File: src/rtl/msdf_cmp_feeder_pkg.sv
// Purpose: shared constants for the MSDF comparator feeder (digit codes, result codes, FSM states).
// Latency: n/a (package only).
// Backpressure: n/a (package only).
//
// Contents:
//   SD_*       signed-digit encodings, 2 bits per digit (00/11 both mean zero)
//   CMP_*      one-hot comparator result codes, CMP_NONE used on timeout
//   ST_*       feeder FSM state encodings
//   res_flags_t  captured comparator verdict (code + error flag)
//   is_onehot3   true when a 3-bit result code is a legal verdict
package msdf_cmp_feeder_pkg;

  // Signed-digit encodings. 2'b00 and 2'b11 both decode to zero.
  localparam logic [1:0] SD_PLUS1  = 2'b10;
  localparam logic [1:0] SD_MINUS1 = 2'b01;
  localparam logic [1:0] SD_ZERO   = 2'b00;

  // Comparator verdicts, one-hot.
  localparam logic [2:0] CMP_GT   = 3'b100;
  localparam logic [2:0] CMP_EQ   = 3'b010;
  localparam logic [2:0] CMP_LT   = 3'b001;
  localparam logic [2:0] CMP_NONE = 3'b000;

  // Feeder FSM states.
  localparam logic [2:0] ST_IDLE   = 3'd0;
  localparam logic [2:0] ST_STREAM = 3'd1;
  localparam logic [2:0] ST_WAIT   = 3'd2;
  localparam logic [2:0] ST_GAP    = 3'd3;
  localparam logic [2:0] ST_HOLD   = 3'd4;

  typedef struct packed {
    logic [2:0] cmp;
    logic       err;
  } res_flags_t;

  function automatic logic is_onehot3(input logic [2:0] v);
    return (v == CMP_GT) || (v == CMP_EQ) || (v == CMP_LT);
  endfunction

endpackage

File: src/rtl/msdf_digit_shifter.sv
// Purpose: loadable left-shift register pair presenting the most significant digit of x and y.
// Latency: load visible on the outputs one cycle after i_load; each i_shift advances one digit.
// Backpressure: none; the owner decides when to shift.
//
// Ports:
//   i_clk, i_rstn        clock, asynchronous active-low reset
//   i_load               capture i_x / i_y (has priority over i_shift)
//   i_shift              move both registers one digit towards the MSD end
//   i_x, i_y             packed operands, 2 bits/digit, MSD in the top bits
//   o_dig_x, o_dig_y     current top digit of each register
module msdf_digit_shifter #(
  parameter int DIGITS = 16
) (
  input  logic                  i_clk,
  input  logic                  i_rstn,
  input  logic                  i_load,
  input  logic                  i_shift,
  input  logic [2*DIGITS-1:0]   i_x,
  input  logic [2*DIGITS-1:0]   i_y,
  output logic [1:0]            o_dig_x,
  output logic [1:0]            o_dig_y
);

  logic [2*DIGITS-1:0] sh_x;
  logic [2*DIGITS-1:0] sh_y;

  always_ff @(posedge i_clk or negedge i_rstn) begin
    if (!i_rstn) begin
      sh_x <= '0;
      sh_y <= '0;
    end else if (i_load) begin
      sh_x <= i_x;
      sh_y <= i_y;
    end else if (i_shift) begin
      // Zeros fill from the bottom, so an over-shift emits zero digits.
      sh_x <= sh_x << 2;
      sh_y <= sh_y << 2;
    end
  end

  assign o_dig_x = sh_x[2*DIGITS-1 -: 2];
  assign o_dig_y = sh_y[2*DIGITS-1 -: 2];

endmodule

File: src/rtl/msdf_cmp_feeder.sv
// Purpose: streams two signed-digit operands MSD-first into an online comparator and returns its verdict.
// Latency: first digit 1 cycle after operand accept; result >= DIGITS + GAP_CYCLES cycles after accept.
// Backpressure: one operand in flight; o_op_ready only in IDLE, result held in HOLD until i_res_ready.
//
// Ports:
//   i_clk, i_rstn                      clock (rising edge), asynchronous active-low reset
//   i_op_x, i_op_y, i_op_err_limit     operand payload, accepted on i_op_valid & o_op_ready
//   o_mbus_wen/wvalid/wlast            comparator write strobes, high only while streaming
//   o_mbus_wdata_x/y                   current digit pair (zero outside STREAM)
//   o_mbus_werr_limit                  error limit latched at operand accept
//   i_mbus_rdata, i_mbus_rvalid        comparator verdict (one-hot) and its strobe
//   o_res_cmp/digits/err               captured verdict, digit pairs sent, error flag
//   o_res_valid, i_res_ready           result handshake
module msdf_cmp_feeder
  import msdf_cmp_feeder_pkg::*;
#(
  parameter int DIGITS     = 16,
  parameter int ERR_WIDTH  = 8,
  parameter int TIMEOUT    = 16,
  parameter int GAP_CYCLES = 2
) (
  input  logic                          i_clk,
  input  logic                          i_rstn,
  input  logic [2*DIGITS-1:0]           i_op_x,
  input  logic [2*DIGITS-1:0]           i_op_y,
  input  logic [ERR_WIDTH-1:0]          i_op_err_limit,
  input  logic                          i_op_valid,
  output logic                          o_op_ready,
  output logic                          o_mbus_wen,
  output logic                          o_mbus_wvalid,
  output logic                          o_mbus_wlast,
  output logic [ERR_WIDTH-1:0]          o_mbus_werr_limit,
  output logic [1:0]                    o_mbus_wdata_x,
  output logic [1:0]                    o_mbus_wdata_y,
  input  logic [2:0]                    i_mbus_rdata,
  input  logic                          i_mbus_rvalid,
  output logic [2:0]                    o_res_cmp,
  output logic [$clog2(DIGITS+1)-1:0]   o_res_digits,
  output logic                          o_res_err,
  output logic                          o_res_valid,
  input  logic                          i_res_ready
);

  localparam int DCW = $clog2(DIGITS + 1);
  localparam int TCW = $clog2(TIMEOUT + 1);
  // +2 keeps the width non-zero even when GAP_CYCLES is 0.
  localparam int GCW = $clog2(GAP_CYCLES + 2);

  localparam logic [DCW-1:0] DIG_MAX  = DCW'(DIGITS);
  localparam logic [DCW-1:0] DIG_LAST = DCW'(DIGITS - 1);
  localparam logic [TCW-1:0] TO_MAX   = TCW'(TIMEOUT);
  localparam logic [TCW-1:0] TO_LAST  = TCW'(TIMEOUT - 1);
  // A zero-length gap still spends one cycle in GAP so rvalid can be watched.
  localparam logic [GCW-1:0] GAP_LAST = GCW'((GAP_CYCLES > 0) ? GAP_CYCLES - 1 : 0);

  logic [2:0]           state;
  logic [2:0]           state_nxt;
  logic [DCW-1:0]       dig_cnt;     // digits already sent before this cycle
  logic [DCW-1:0]       dig_inc;     // digits sent including this cycle (saturating)
  logic [TCW-1:0]       to_cnt;
  logic [GCW-1:0]       gap_cnt;
  logic [ERR_WIDTH-1:0] err_lim;
  res_flags_t           res_q;
  logic [DCW-1:0]       res_digits_q;

  logic                 op_xfer;
  logic                 in_stream;
  logic                 last_dig;
  logic                 to_expire;
  logic                 gap_done;
  logic [1:0]           dig_x;
  logic [1:0]           dig_y;

  assign op_xfer   = i_op_valid && (state == ST_IDLE);
  assign in_stream = (state == ST_STREAM);
  assign last_dig  = in_stream && (dig_cnt == DIG_LAST);
  assign to_expire = (state == ST_WAIT) && (to_cnt == TO_LAST);
  assign gap_done  = (gap_cnt >= GAP_LAST);
  assign dig_inc   = (dig_cnt == DIG_MAX) ? DIG_MAX : dig_cnt + 1'b1;

  msdf_digit_shifter #(
    .DIGITS (DIGITS)
  ) u_shifter (
    .i_clk   (i_clk),
    .i_rstn  (i_rstn),
    .i_load  (op_xfer),
    .i_shift (in_stream),
    .i_x     (i_op_x),
    .i_y     (i_op_y),
    .o_dig_x (dig_x),
    .o_dig_y (dig_y)
  );

  always_comb begin
    state_nxt = state;
    case (state)
      ST_IDLE: begin
        if (i_op_valid) state_nxt = ST_STREAM;
      end
      ST_STREAM: begin
        // An early verdict wins over the final digit.
        if (i_mbus_rvalid)  state_nxt = ST_GAP;
        else if (last_dig)  state_nxt = ST_WAIT;
      end
      ST_WAIT: begin
        if (i_mbus_rvalid || to_expire) state_nxt = ST_GAP;
      end
      ST_GAP: begin
        // Do not present the result while the comparator still drives rvalid.
        if (gap_done && !i_mbus_rvalid) state_nxt = ST_HOLD;
      end
      ST_HOLD: begin
        if (i_res_ready) state_nxt = ST_IDLE;
      end
      default: state_nxt = ST_IDLE;
    endcase
  end

  always_ff @(posedge i_clk or negedge i_rstn) begin
    if (!i_rstn) begin
      state        <= ST_IDLE;
      dig_cnt      <= '0;
      to_cnt       <= '0;
      gap_cnt      <= '0;
      err_lim      <= '0;
      res_q        <= '0;
      res_digits_q <= '0;
    end else begin
      state <= state_nxt;
      case (state)
        ST_IDLE: begin
          if (op_xfer) begin
            dig_cnt <= '0;
            to_cnt  <= '0;
            gap_cnt <= '0;
            err_lim <= i_op_err_limit;
          end
        end
        ST_STREAM: begin
          dig_cnt <= dig_inc;
          if (i_mbus_rvalid) begin
            res_q.cmp    <= i_mbus_rdata;
            res_q.err    <= !is_onehot3(i_mbus_rdata);
            // The digit on the bus this cycle was written, so it counts.
            res_digits_q <= dig_inc;
          end
        end
        ST_WAIT: begin
          if (i_mbus_rvalid) begin
            res_q.cmp    <= i_mbus_rdata;
            res_q.err    <= !is_onehot3(i_mbus_rdata);
            res_digits_q <= dig_cnt;
          end else if (to_expire) begin
            res_q.cmp    <= CMP_NONE;
            res_q.err    <= 1'b1;
            res_digits_q <= dig_cnt;
          end else if (to_cnt != TO_MAX) begin
            to_cnt <= to_cnt + 1'b1;
          end
        end
        ST_GAP: begin
          if (!gap_done) gap_cnt <= gap_cnt + 1'b1;
        end
        default: begin
        end
      endcase
    end
  end

  // Strobes decode straight from the state register so an asynchronous
  // reset removes them in the same cycle.
  assign o_op_ready        = (state == ST_IDLE);
  assign o_mbus_wen        = in_stream;
  assign o_mbus_wvalid     = in_stream;
  assign o_mbus_wlast      = last_dig;
  assign o_mbus_wdata_x    = in_stream ? dig_x : SD_ZERO;
  assign o_mbus_wdata_y    = in_stream ? dig_y : SD_ZERO;
  assign o_mbus_werr_limit = err_lim;

  assign o_res_cmp    = res_q.cmp;
  assign o_res_err    = res_q.err;
  assign o_res_digits = res_digits_q;
  assign o_res_valid  = (state == ST_HOLD);

endmodule

File: config.mk
export PLATFORM = sky130hd
export DESIGN_NAME = msdf_cmp_feeder
export DESIGN_NICKNAME = d
export VERILOG_FILES = /design/src/rtl/msdf_cmp_feeder_pkg.sv /design/src/rtl/msdf_digit_shifter.sv /design/src/rtl/msdf_cmp_feeder.sv
export SDC_FILE = /design/constraint.sdc
export NUM_CORES = 1
export LEC_CHECK = 0
export CAP_MARGIN = 25
export CORE_ASPECT_RATIO = 1.1
export CORE_MARGIN = 5
export CORE_UTILIZATION = 54
export DETAILED_ROUTE_END_ITERATION = 6
export PLACE_DENSITY_LB_ADDON = 0.15
export RECOVER_POWER = 25
export SYNTH_ARGS = -nofsm -noshare
export SYNTH_HDL_FRONTEND = slang
export SYNTH_SLANG_ARGS = --single-unit
File: constraint.sdc
create_clock -name i_clk -period 4.6 [get_ports i_clk]
set_input_delay 1.38 -clock i_clk [delete_from_list [all_inputs] [get_ports i_clk]]
set_output_delay 1.38 -clock i_clk [all_outputs]
set_load 0.02 [all_outputs]
Word level (Yosys, flattened, before mapping)
Cells that the tools add are included.
{ "classes": {"n_addsub": 3, "n_eq_ne": 23, "reduce_logical": 21, "n_lt_le_gt_ge": 1, "mux": 31} }
{ "ops": {"columns": ["operator", "count"], "rows": [
  ["$mux 32", 4],
  ["$mux 5", 8],
  ["$pmux 5 s2", 3],
  ["$mux 3", 6],
  ["$pmux 3 s5", 1],
  ["$mux 4", 3],
  ["$ne 2x2->1 const B", 6],
  ["$add 5x1->5 const B", 2],
  ["$eq 5x4->1 const B", 2],
  ["$reduce_and 5->1", 2],
  ["$reduce_bool 2->1", 5],
  ["$eq 3x2->1 const B", 3],
  ["$mux 2", 4],
  ["$ne 2x1->1 const B", 4],
  ["$pmux 4 s2", 1],
  ["$eq 3x1->1 const B", 2],
  ["$eq 3x3->1 const B", 2],
  ["$ne 3x3->1 const B", 2],
  ["$reduce_and 3->1", 2],
  ["$eq 5x5->1 const B", 1],
  ["$ne 5x5->1 const B", 1],
  ["$logic_and 1x1->1", 4],
  ["$pmux 2 s2", 1],
  ["$reduce_and 2->1", 2],
  ["other kinds (5)", 8]
]} }
{ "totals": {"ff_bits": 96, "elab_cells": 89} }

Depth between registers and ports, before layout
Gate-level depths: netlist of the first run.
{ "depth": {"ltp_word": 6, "ltp_mapped": 7, "depth_no_buf": 7} }

Hierarchy
From an unflattened synthesis of the first run, not the netlist that was laid out.
{ "unflattened": {"hier_cells": 451, "hier_area_um2": 4785.8} }
{ "modules_own_cells": {"columns": ["mod", "cells_each", "area_per_inst_um2", "n_inst"], "rows": [
  ["msdf_digit_shifter", 281, 3041.7, 1],
  ["msdf_cmp_feeder", 170, 1744.2, 1]
]} }

Worst setup path after synthesis of the first run
No wires, ideal clock.
{ "synth_timing": {"path_type": "register -> output", "from": "register state[0]", "to": "output port o_mbus_wdata_x[0]", "setup_slack_ns": 1.667, "stages_incl_launch_ff": 6, "path_buffers": 2, "arrival_time_ns": 1.553, "path_cell_list": "dfrtp_1 or3b_1 inv_2 buf_2 buf_2 and2_1"} }
{ "synth_via": {"elab_chain_cells": 2} }
{ "synth_lines": {"columns": ["item", "line", "text"], "rows": [
  ["from (decl)", "msdf_cmp_feeder.sv:56", "logic [2:0] state;"],
  ["from (signal assigned)", "msdf_cmp_feeder.sv:129", "state <= state_nxt;"],
  ["$eq 3x1->1", "msdf_cmp_feeder.sv:75", "assign in_stream = (state == ST_STREAM);"],
  ["named net o_mbus_wen", "msdf_cmp_feeder.sv:29", "output logic o_mbus_wen,"],
  ["$mux 2", "msdf_cmp_feeder.sv:176", "assign o_mbus_wdata_x = in_stream ? dig_x : SD_ZERO;"],
  ["to (decl)", "msdf_cmp_feeder.sv:33", "output logic [1:0] o_mbus_wdata_x,"]
]} }
The timed path passes the listed nets, and every way through them passes these cells.

Worst setup path in the final report of the first run
{ "layout_timing": {"from": "register state[0]", "to": "output port o_mbus_wdata_y[0]"} }
{ "layout_via": {"elab_chain_cells": 2} }
{ "layout_lines": {"columns": ["item", "line", "text"], "rows": [
  ["$eq 3x1->1", "msdf_cmp_feeder.sv:75", null],
  ["$mux 2", "msdf_cmp_feeder.sv:177", "assign o_mbus_wdata_y = in_stream ? dig_y : SD_ZERO;"],
  ["to (decl)", "msdf_cmp_feeder.sv:34", "output logic [1:0] o_mbus_wdata_y,"]
]} }
No other way between the ends.

==> summary.md, run 1 <==
| Metric | Value |
|---|---|
| Vias/cell | `5.43` |
| Post-Synth XOR/XNOR Area | `0.395%` |
| Largest family of logic cells by synthesized area | `simple AND/OR/NAND/NOR gates` |
| 1st-iter DRT viols | `275` |
| Area delta synth->final | `29.3%` |
| Clock slew at reported path FFs | `90 ps` |
| VDD IR max | `384 µV` |
| Comb power frac | `44.0%` |
| Post-route worst setup slack | `505 ps` |
| Cells after synthesis | `472` |
| Pin count of the biggest net entering global routing | `81` |
| Met1 WL | `4.26 mm` |
| Wire per inst | `15.2 µm` |
| Site Rows | `34` |
| CTS Buf Count | `9` |
| H-tree Lvls | `3` |
| TritonCTS clock tree | `built` |
| Worst slew margin | `-21.3%` |
| Cell area after synthesis | `4430 µm²` |
| Number of enable flip-flop cells after synthesis | `0` |
| Sequential power share | `40.8%` |
| Worst-margin pin slew | `1820 ps` |
| Area post-placement | `5530 µm²` |
| Antenna violations before repair | `0` |
| Fin Clk Skew | `5.87 ps` |
| Failing checks | `max-capacitance violations, max-slew violations` |
| # IOs | `106` |
| Starting Density | `55.7%` |
| Input/output buffers | `105` |
| Critical path fanouts, max | `22` |
| Met3 wire len | `830 µm` |
| Post-Synth Simple-Gate Area | `19.7%` |
| Ranking of synthesized cells by area | `dfrtp_1 54%, nand2_1 14%, a22oi_1 10%, ha_1 2.0%, o21ai_0 1.8%` |
| Synth top area share | `54.2%` |
| Dpl ws | `890 ps` |
| # setup viols final | `0` |
| Gr ovfl total | `0` |
| Final period util | `89.0%` |
| Filler cells | `615` |
| CTS hold repair buffers | `0` |
| CTS resizes | `0` |
| Syn nets | `559` |
| Core area | `7960 µm²` |
| Root Buffer | `clkbuf_8` |
| Final net count | `651` |
| Prevailing post-synth register cell | `dfrtp_1` |
| Status | `finished, violations left` |
| Mux share of post-synthesis cell area | `3.36%` |
| Worst endpoint required time | `3220 ps` |
| CTS Sinks | `96` |
| Critical path class | `reg2out` |
| Leakage power | `2.69 nW` |
| Synth cell types | `42` |
| Post-DP HPWL | `7.07 mm` |
| Fmax | `0.244 GHz` |
| Avg Cell Area, Syn | `9.39 µm²` |
| Share of layout cells above drive strength 1 | `6.33%` |
| DR pass1 iterations | `5` |
| Final WL | `10.3 mm` |
| Number of global-route vias before repair | `3763` |
| Max cap viols | `1` |
| Ys async rst share | `100%` |
| Sequential area share after synthesis | `54.2%` |
| Fin area | `5730 µm²` |
| Switching Fraction | `40.2%` |
| Min cycle time layout | `4100 ps` |
| Yosys top cell by area | `dfrtp_1` |
| Final Hold Viols | `0` |
| Hold_ws | `481 ps` |
| Psw | `0.00146 W` |
| Synth Area in Adders | `1.98%` |
| Hold crit path type | `reg2reg` |
| Startpoint types | `flip-flop` |
| Yosys reg bits | `96` |
| Critical Path AT | `2720 ps` |
| Setup TNS | `0 ps` |
| # Post-CTS Setup Buffers | `0` |
| Vias after detailed routing | `3678` |
| DIE HEIGHT | `105 µm` |
| Yosys warns | `0` |
| Skew-Pair Late Insertion Delay | `350 ps` |
| Clock power share | `15.1%` |
| Cell Int Power | `0.00217 W` |
| Bufs on Longest Clock Path | `2` |
| DRT antenna net count | `0` |
| Die X | `96.4 µm` |
| Slew Viols, Final | `77` |
| RSZ-0062 raised after global routing | `no` |
| Residual DRC | `0` |
| Full die area | `10100 µm²` |
| DR top layer | `met4` |
| Pwr dens | `635 nW/µm²` |
| Met2 WL | `5.11 mm` |
| Critical Path Sink Type | `primary output` |
| Global-route wire length before repair | `17.7 mm` |
| Total GRT Usage | `21.7%` |
| Synth Area in Compound Gates | `15.7%` |
| Global placement routability congestion | `0.897` |
| # diodes | `0` |
## registers in the layout, indices dropped and copies added (netlist names)
name / flops
u_shifter.sh_y: 32
u_shifter.sh_x: 32
state: 3
dig_cnt: 5
o_mbus_werr_limit: 8
gap_cnt: 2
o_res_digits: 5
to_cnt: 5
o_res_err: 1
o_res_cmp: 3
## final timing paths
path / slack, ps / to / cells after the start / startpoint
max: 500 / o_mbus_wdata_y[0] / 4 / state[0]
min: 480 / u_shifter.sh_y[13] / 2 / u_shifter.sh_y[13]
max reg2reg: 1490 / u_shifter.sh_y[15] / 7 / state[0]
min reg2reg: 480 / u_shifter.sh_y[13] / 2 / u_shifter.sh_y[13]
max in group asynchronous: 1730 / u_shifter.sh_y[3] / 2 / i_rstn
min in group asynchronous: 860 / to_cnt[2] / 1 / i_rstn
## worst max-delay path: stages, from the launching register on
cell and delay [ps]:
dfrtp_1 610, or3b_1 600, inv_2 370, and2_1 180, clkdlybuf4s50_1 600
## layout by cell type (no fill, tap or decap), drive strengths merged, types with 2 or more instances in the layout
master	netlist	final
nor3	3	3
clkinvlp	0	2
dfrtp	96	96
a211oi	3	3
inv	19	19
ha	7	7
or2	2	2
nor2b	5	5
buf	15	5
nand3	9	9
o21ai	21	21
nor3b	2	2
a21oi	6	6
clkdlybuf4s50	0	104
or3b	2	2
a22oi	61	61
nand2	163	163
mux2	7	7
mux2i	7	7
o31ai	3	3
and2	6	6
and3	2	2
nor2	5	5
clkbuf	15	14
## through the flow
step                utilization [%]  cells  power [W]
finish                         72.1    677    0.00364
global route                   72.1    677    0.00395
detailed placement             69.5    660    0.00311
CTS                            72.0    676    0.00367
floorplan                         -    472    0.00257
global placement               69.5    660    0.00302
## Yosys cell counts (2+ instances only)
cell type    n
a211oi_1     2
o21ai_0     16
and2_1       6
a22oi_1     61
o31ai_1      3
ha_1         7
mux2i_1      7
buf_4        2
and3_1       2
nand2_1    163
a21oi_1      5
nand3_1      9
nor2_1       5
or2_2        2
nor2b_1      5
nor3b_1      2
dfrtp_1     96
nor3_1       3
mux2_2       7
buf_2       13
o21ai_1      5
clkbuf_1    14
inv_1       18
## kinds of logic (layout without fill, tap and decap cells)
kind of cell             after synthesis  in the layout
AO/OA/AOI/OAI                         99             99
XOR/XNOR                               2              2
adder cells (fa/ha/maj)                7              7
flip-flops                            96             96
buffers and inverters                 49            146
AND/OR/NAND/NOR                      205            205
multiplexers                          14             14
## metal layers
metal | global-route usage (%) | vias to the layer above
li1 | - | 1781
met1 | 29.1 | 1768
met2 | 34.8 | 121
met3 | 6.54 | 8
met4 | 4.81 | 0
met5 | 0 | -
## final cells by class
type                    instances  area, µm²  area share (%)
clock buffers                  12        145            2.53
clock inverters                 4       53.8           0.939
inverters                      19       71.3            1.24
multi-input cells             327       1840            32.0
flip-flops and latches         96       2400            41.9
well taps                     108        135            2.36
repair buffers                111       1090            19.0
## power groups by stage
stage / logic (W) / clock network [W] / registers, W
floorplan: 0.00107 / 0 / 0.00150
finish: 0.00160 / 0.000550 / 0.00149
CTS: 0.00162 / 0.000564 / 0.00148
global route: 0.00181 / 0.000605 / 0.00154
global placement: 0.00155 / 0 / 0.00147
detailed placement: 0.00161 / 0 / 0.00149
Power figures use the tool's default switching activity.
==> run 2, diff against run 1 <==
--- a/config.mk
+++ b/config.mk
@@ -9,9 +9,12 @@
 export CORE_ASPECT_RATIO = 1.1
 export CORE_MARGIN = 5
 export CORE_UTILIZATION = 54
+export CTS_CLUSTER_SIZE = 24
 export DETAILED_ROUTE_END_ITERATION = 6
+export GPL_TIMING_DRIVEN = 0
 export PLACE_DENSITY_LB_ADDON = 0.15
 export RECOVER_POWER = 25
+export SKIP_LAST_GASP = 1
 export SYNTH_ARGS = -nofsm -noshare
 export SYNTH_HDL_FRONTEND = slang
 export SYNTH_SLANG_ARGS = --single-unit
==> run 2 against run 1 <==
The run still ends with max-capacitance violations, max-slew violations left. Critical path type unchanged. Flip-flop and latch count is the same. Highest routed layer unchanged. Combinational power grew 6%. Largest cell class unchanged. Sequential share of layout area shrank 0.78 points. Maximum frequency grew 1.1%.
==> summary.md, run 2 (synthesis gave the netlist of run 1 again) <==
| Metric | Value |
|---|---|
| CTS Buf Count | `9 (unchanged)` |
| Leakage power | `2.76 nW (+2.7%)` |
| Critical Path AT | `2670 ps (-50 ps)` |
| Post-route worst setup slack | `549 ps (+44.9 ps)` |
| Worst-margin pin slew | `2520 ps (+702 ps)` |
| Hold_ws | `476 ps (-5.81 ps)` |
| Vias after detailed routing | `3726 (+1.3%)` |
| Wire per inst | `15.0 µm (-1.4%)` |
| DR pass1 iterations | `5 (unchanged)` |
| Failing checks | `max-capacitance violations, max-slew violations` |
| Post-DP HPWL | `7.74 mm (+9.5%)` |
| Share of layout cells above drive strength 1 | `7.58% (+1.2 points)` |
| Commonest non-fill, non-tap cell in the layout | `nand2_1` |
| Area delta synth->final | `31.7%` |
| Slew Viols, Final | `43 (-44%)` |
| Final Hold Viols | `0 (unchanged)` |
| Fin area | `5840 µm² (+1.9%)` |
| Root Buffer | `clkbuf_8` |
| CP Cell Sequence | `or3b_1 -> inv_2 -> buf_2 -> buf_2 -> and2_1 -> clkdlybuf4s50_1` |
| CTS Sinks | `96 (unchanged)` |
| TritonCTS clock tree | `built` |
| Residual DRC | `0 (unchanged)` |
| Global-route wire length before repair | `17.9 mm (+1.5%)` |
| Pin count of the biggest net entering global routing | `55 (-32%)` |
| # diodes | `0 (unchanged)` |
| Status | `finished, violations left` |
| Filler cells | `609 (-0.98%)` |
| Number of global-route vias before repair | `3870 (+2.8%)` |
| Dpl ws | `945 ps (+55.5 ps)` |
| Die X | `96.4 µm (unchanged)` |
| Worst endpoint required time | `3220 ps (about the same)` |
| Total GRT Usage | `22.2% (+0.47 points)` |
| Fin cells | `702 (+3.7%)` |
| Most used cell, CP | `buf_2` |
| Input/output buffers | `105 (unchanged)` |
| Area of the multi-input gates | `1820 µm² (-0.75%)` |
| Min cycle time layout | `4050 ps (-44.9 ps)` |
| Hold crit path type | `reg2reg` |
| Antenna violations before repair | `0 (unchanged)` |
| Startpoint types | `flip-flop` |
| Max cap viols | `1 (unchanged)` |
| Sequential cell area | `2400 µm² (unchanged)` |
| CP bufs+invs | `4 (+2)` |
| Final net count | `676 (+3.8%)` |
| Final WL | `10.5 mm (+2.2%)` |
| Bufs on Longest Clock Path | `2 (unchanged)` |
| Worst slew margin | `-68.2% (-47 points)` |
| Gr ovfl total | `0 (unchanged)` |
| CTS resizes | `0 (unchanged)` |
| Critical path fanouts, max | `11 (-50%)` |
| Fin Clk Skew | `8.55 ps (+2.67 ps)` |
| Starting Density | `55.7% (unchanged)` |
| # IOs | `106 (unchanged)` |
| Most frequent cells in the layout | `163 x nand2_1, 104 x clkdlybuf4s50_1, 96 x dfrtp_1, 61 x a22oi_1, 18 x inv_1` |
| Full die area | `10100 µm² (unchanged)` |
| Overall Power | `0.00371 W (+1.9%)` |
| Worst path slowest cell | `clkdlybuf4s50_1` |
| Critical path class | `reg2out` |
| # Post-CTS Setup Buffers | `0 (unchanged)` |
| Global placement routability congestion | `0.831 (-7.4%)` |
| DIE HEIGHT | `105 µm (unchanged)` |
| Vias/cell | `5.31 (-2.3%)` |
| Dpl cells | `686 (+3.9%)` |
| Core area | `7960 µm² (unchanged)` |
| Site Rows | `34 (unchanged)` |
| Area post-placement | `5650 µm² (+2.1%)` |
| VDD IR max | `349 µV (-9.1%)` |
| DRT antenna net count | `0 (unchanged)` |
| Pwr dens | `635 nW/µm² (about the same)` |
| Fmax | `0.247 GHz (+1.1%)` |
| Slowest stage delay, CP | `610 ps (about the same)` |
| CTS hold repair buffers | `0 (unchanged)` |
| H-tree Lvls | `3 (unchanged)` |
| CP delay by family, top | `buffers and inverters` |
| # setup viols final | `0 (unchanged)` |
| Clock slew at reported path FFs | `90 ps (about the same)` |
| Skew-Pair Late Insertion Delay | `350 ps (about the same)` |
| 1st-iter DRT viols | `202 (-27%)` |
| Final period util | `88.1% (-0.98 points)` |
| RSZ-0062 raised after global routing | `no` |
| Critical Path Sink Type | `primary output` |
run 2: cell types whose count changed in the layout (fill, tap and decap cells not counted):
| cell | delta |
|---|---|
| nor2_1 | +1 |
| buf_4 | -3 |
| clkbuf_1 | +14 |
| nor2_4 | -1 |
| buf_16 | +1 |
| nor4b_1 | +1 |
| buf_2 | +13 |
| nor4b_2 | -1 |
run 2: metrics by stage:
stage	util [%]	setup TNS, ps
2_1_floorplan	-	0
3_3_place_gp	70.7	-130770
3_5_place_dp	71.0	0
4_1_cts	73.5	0
5_1_grt	73.4	0
6_report	73.4	0
run 2: path summary, 6_finish.rpt:
path	start	depth (start not counted)	slack [ps]	to
min in group asynchronous	i_rstn	1	1790	o_res_cmp[0]
worst min-delay path	u_shifter.sh_x[30]	2	480	u_shifter.sh_x[30]
worst max-delay path	state[0]	6	550	o_mbus_wdata_x[0]
max in group asynchronous	i_rstn	1	1370	dig_cnt[1]
worst min register to register	u_shifter.sh_x[30]	2	480	u_shifter.sh_x[30]
worst max register to register	to_cnt[1]	6	2280	o_res_err
run 2: final cells by class:
class | count | share of cell area [%]
clock buffers | 12 | 2.49
inverters | 19 | 1.22
clock inverters | 4 | 0.921
well taps | 108 | 2.31
flip-flops and latches | 96 | 41.1
multi-input cells | 327 | 31.2
plain buffers | 30 | 2.36
repair buffers | 106 | 18.4
run 2: report_power, final:
group          switching, W  total [W]  internal, W  leakage, nW
logic              0.000975    0.00170     0.000722         1.45
clock network      0.000289   0.000557     0.000268       0.0928
registers          0.000222    0.00145      0.00123         1.22
total               0.00149    0.00371      0.00222         2.76
run 2: metal layers:
| layer | routed length, µm | GRT usage [%] | up-vias |
|---|---|---|---|
| li1 | - | - | 1833 |
| met4 | 67 | 6.21 | 0 |
| met5 | 0 | 0 | - |
| met2 | 5270 | 36.3 | 93 |
| met3 | 724 | 5.46 | 7 |
| met1 | 4450 | 29.2 | 1793 |
run 2: worst register-to-register path, cell delays in order (launching register included):
cell and delay (ps):
dfrtp_1 440, ha_1 220, and3_1 170, ha_1 310
o21ai_0 170, a21oi_2 500, mux2_2 400
==> run 3, diff against run 2 <==
--- a/config.mk
+++ b/config.mk
@@ -7,8 +7,8 @@
 export LEC_CHECK = 0
 export CAP_MARGIN = 25
 export CORE_ASPECT_RATIO = 1.1
-export CORE_MARGIN = 5
-export CORE_UTILIZATION = 54
+export CORE_MARGIN = 2
+export CORE_UTILIZATION = 45
 export CTS_CLUSTER_SIZE = 24
 export DETAILED_ROUTE_END_ITERATION = 6
 export GPL_TIMING_DRIVEN = 0
==> constraint.sdc (replaced) <==
create_clock -name i_clk -period 3.7 [get_ports i_clk]
set_input_delay 1.11 -clock i_clk [delete_from_list [all_inputs] [get_ports i_clk]]
set_output_delay 1.11 -clock i_clk [all_outputs]
set_load 0.02 [all_outputs]
==> run 3 against run 2 <==
The flow still finishes with violations (max-capacitance violations, max-slew violations). Combinational power is 23% higher. Clock-buffer cell count is 1 lower. Via count shrank 0.40%. Flip-flop and latch count stayed put. Sequential power up 24%. Clock skew is 3.8 ps higher. Total power grew 24%. First-iteration DRC count increased by 29%. Die area is 5.3% higher. Critical path type unchanged. Critical endpoint is now o_mbus_wdata_x[1]. Largest power group unchanged. Highest routed layer unchanged.
==> summary.md, run 3 (synthesis gave the netlist of run 1 again) <==
| Metric | Value |
|---|---|
| Hold_ws | `477 ps (+1.76 ps)` |
| Worst-margin pin slew | `2310 ps (-216 ps)` |
| Input/output buffers | `105 (unchanged)` |
| Antenna violations before repair | `0 (unchanged)` |
| Hold Path End | `u_shifter.sh_x[30]` |
| Commonest non-fill, non-tap cell in the layout | `nand2_1` |
| Startpoint types | `flip-flop` |
| Number of global-route vias before repair | `3701 (-4.4%)` |
| Critical path fanouts, max | `15 (+4)` |
| Max cap viols | `1 (unchanged)` |
| Most frequent cells in the layout | `163 x nand2_1, 104 x clkdlybuf4s50_1, 96 x dfrtp_1, 61 x a22oi_1, 18 x inv_1` |
| Critical path class | `reg2out` |
| Status | `finished, violations left` |
| Worst endpoint required time | `2590 ps (-630 ps)` |
| Cell Int Power | `0.00276 W (+24%)` |
| RR Startpoint | `to_cnt[1]` |
| Vias after detailed routing | `3711 (-0.40%)` |
| Global-route wire length before repair | `17.0 mm (-5.3%)` |
| Share of layout cells above drive strength 1 | `7.43% (-0.14 points)` |
| Comb power frac | `45.4% (-0.4 points)` |
| Reg2Reg Depth | `6 (unchanged)` |
| RSZ-0062 raised after global routing | `no` |
| Bufs on Longest Clock Path | `2 (unchanged)` |
| Clock power share | `15.3% (+0.3 points)` |
| Pwr dens | `785 nW/µm² (+24%)` |
| Core area | `9750 µm² (+23%)` |
| Pin count of the biggest net entering global routing | `57 (+3.6%)` |
| Worst path slowest cell | `clkdlybuf4s50_1` |
| Global placement routability congestion | `0.816 (-1.7%)` |
| Min cycle time layout | `3580 ps` |
| Skew-Pair Late Insertion Delay | `360 ps (about the same)` |
| Worst slew margin | `-53.7% (+14 points)` |
| Clock slew at reported path FFs | `90 ps (about the same)` |
| CTS hold repair buffers | `0 (unchanged)` |
| Fin Clk Skew | `12.3 ps (+3.75 ps)` |
| Full die area | `10700 µm² (+5.3%)` |
| Final period util | `96.8%` |
| Fin cells | `712 (+1.4%)` |
| DR pass1 iterations | `4 (-1)` |
| CTS Sinks | `96 (unchanged)` |
| Hold crit path type | `reg2reg` |
| Die X | `98.6 µm (+2.3%)` |
| Total GRT Usage | `19.8% (-2.4 points)` |
| CP delay by family, top | `buffers and inverters` |
| Slew Viols, Final | `41 (-4.7%)` |
| Failing checks | `max-capacitance violations, max-slew violations` |
| Switching Fraction | `39.9% (-0.17 points)` |
| CP bufs+invs | `3 (-1)` |
| Worst Hold Depth | `2 (unchanged)` |
| Gr ovfl total | `0 (unchanged)` |
| Reg2reg setup slack | `1400 ps (-880 ps)` |
| Worst reg2reg path endpoint | `o_res_digits[4]` |
| Area delta synth->final | `31.9%` |
| Critical Path Sink Type | `primary output` |
| Critical Path AT | `2470 ps (-200 ps)` |
| # diodes | `0 (unchanged)` |
| Vias/cell | `5.21 (-1.8%)` |
| Area post-placement | `5660 µm² (+0.27%)` |
| Final net count | `675 (-0.15%)` |
| Slowest stage delay, CP | `600 ps (about the same)` |
| Dpl cells | `698 (+1.7%)` |
| DRT antenna net count | `0 (unchanged)` |
| Overall Power | `0.00459 W (+24%)` |
| Residual DRC | `0 (unchanged)` |
| Post-layout util | `60.0% (-13 points)` |
| VDD IR max | `435 µV (+25%)` |
| 1st-iter DRT viols | `261 (+29%)` |
| CP Cell Sequence | `or3b_1 -> inv_2 -> buf_4 -> and2_1 -> clkdlybuf4s50_1` |
| Fin area | `5850 µm² (+0.17%)` |
| Post-DP HPWL | `7.33 mm (-5.4%)` |
| # setup viols final | `0 (unchanged)` |
| Psw | `0.00183 W (+23%)` |
| Root Buffer | `clkbuf_8` |
| Worst Min Path Start | `u_shifter.sh_x[30]` |
| TritonCTS clock tree | `built` |
| Wire per inst | `14.2 µm (-5.2%)` |
| Leakage power | `2.76 nW (about the same)` |
| DIE HEIGHT | `108 µm (+2.9%)` |
| Final WL | `10.1 mm (-3.9%)` |
| Final Hold Viols | `0 (unchanged)` |
| Starting Density | `45.5% (-10 points)` |
| Sequential power share | `39.3% (about the same)` |
| H-tree Lvls | `3 (unchanged)` |
| # IOs | `106 (unchanged)` |
| Site Rows | `38 (+12%)` |
| CTS Buf Count | `9 (unchanged)` |
| Fmax | `0.279 GHz` |
## run 3: cell types whose count changed in the layout (fill, tap and decap cells not counted)
cell	change
clkinvlp_4	-1
clkinv_4	+1
buf_4	+1
buf_2	-2
clkbuf_1	-1
## run 3: cell type report
cell class | instances | area (µm²)
inverters | 19 | 71.3
well taps | 120 | 150
repair buffers | 106 | 1070
plain buffers | 29 | 135
clock inverters | 4 | 55.1
multi-input cells | 327 | 1820
flip-flops and latches | 96 | 2400
clock buffers | 11 | 141
fillers | 855 | 3900
## run 3: how the worst max path moves through the flow
stage,startpoint,endpoint,slack (ps),cells past startpoint
2_1_floorplan,state[0],o_mbus_wdata_x[0],1040,5
6_report,state[0],o_mbus_wdata_x[1],120,5
3_3_place_gp,i_rstn,u_shifter.sh_y[8],-2150,1
5_1_grt,state[0],o_mbus_wdata_x[0],5,5
4_1_cts,state[0],o_mbus_wdata_x[1],100,5
3_5_place_dp,state[0],o_mbus_wdata_x[1],290,6
## run 3: worst min-delay path, stage by stage, from the launching register on
cell     delay (ps)
dfrtp_1         350
nand2_1          50
nand2_1          50
## run 3: power groups by stage
stage / logic (W) / registers [W] / clock network [W]
after floorplan: 0.00133 / 0.00186 / 0
after global placement: 0.00206 / 0.00180 / 0
after detailed placement: 0.00211 / 0.00182 / 0
after CTS: 0.00211 / 0.00180 / 0.000715
after global routing: 0.00237 / 0.00186 / 0.000759
final: 0.00209 / 0.00180 / 0.000701
## run 3: stage by stage
step	setup WS (ps)	TNS, ps
finish	119	0
global route	4.58	0
CTS	95.4	0
detailed placement	288	0
global placement	-2150	-206030
floorplan	1040	0
## run 3: per-layer routing
| layer | share of wire, % | track usage (%) |
|---|---|---|
| met3 | 5.6 | 5.43 |
| met4 | 0.58 | 6.07 |
| met2 | 50 | 33.0 |
| met1 | 44 | 25.4 |
| met5 | 0 | 0 |
## run 3: timing repair
item,CTS,global route
setup buffers,0,0
setup endpoints to repair,6,0
gates resized for setup,1,0
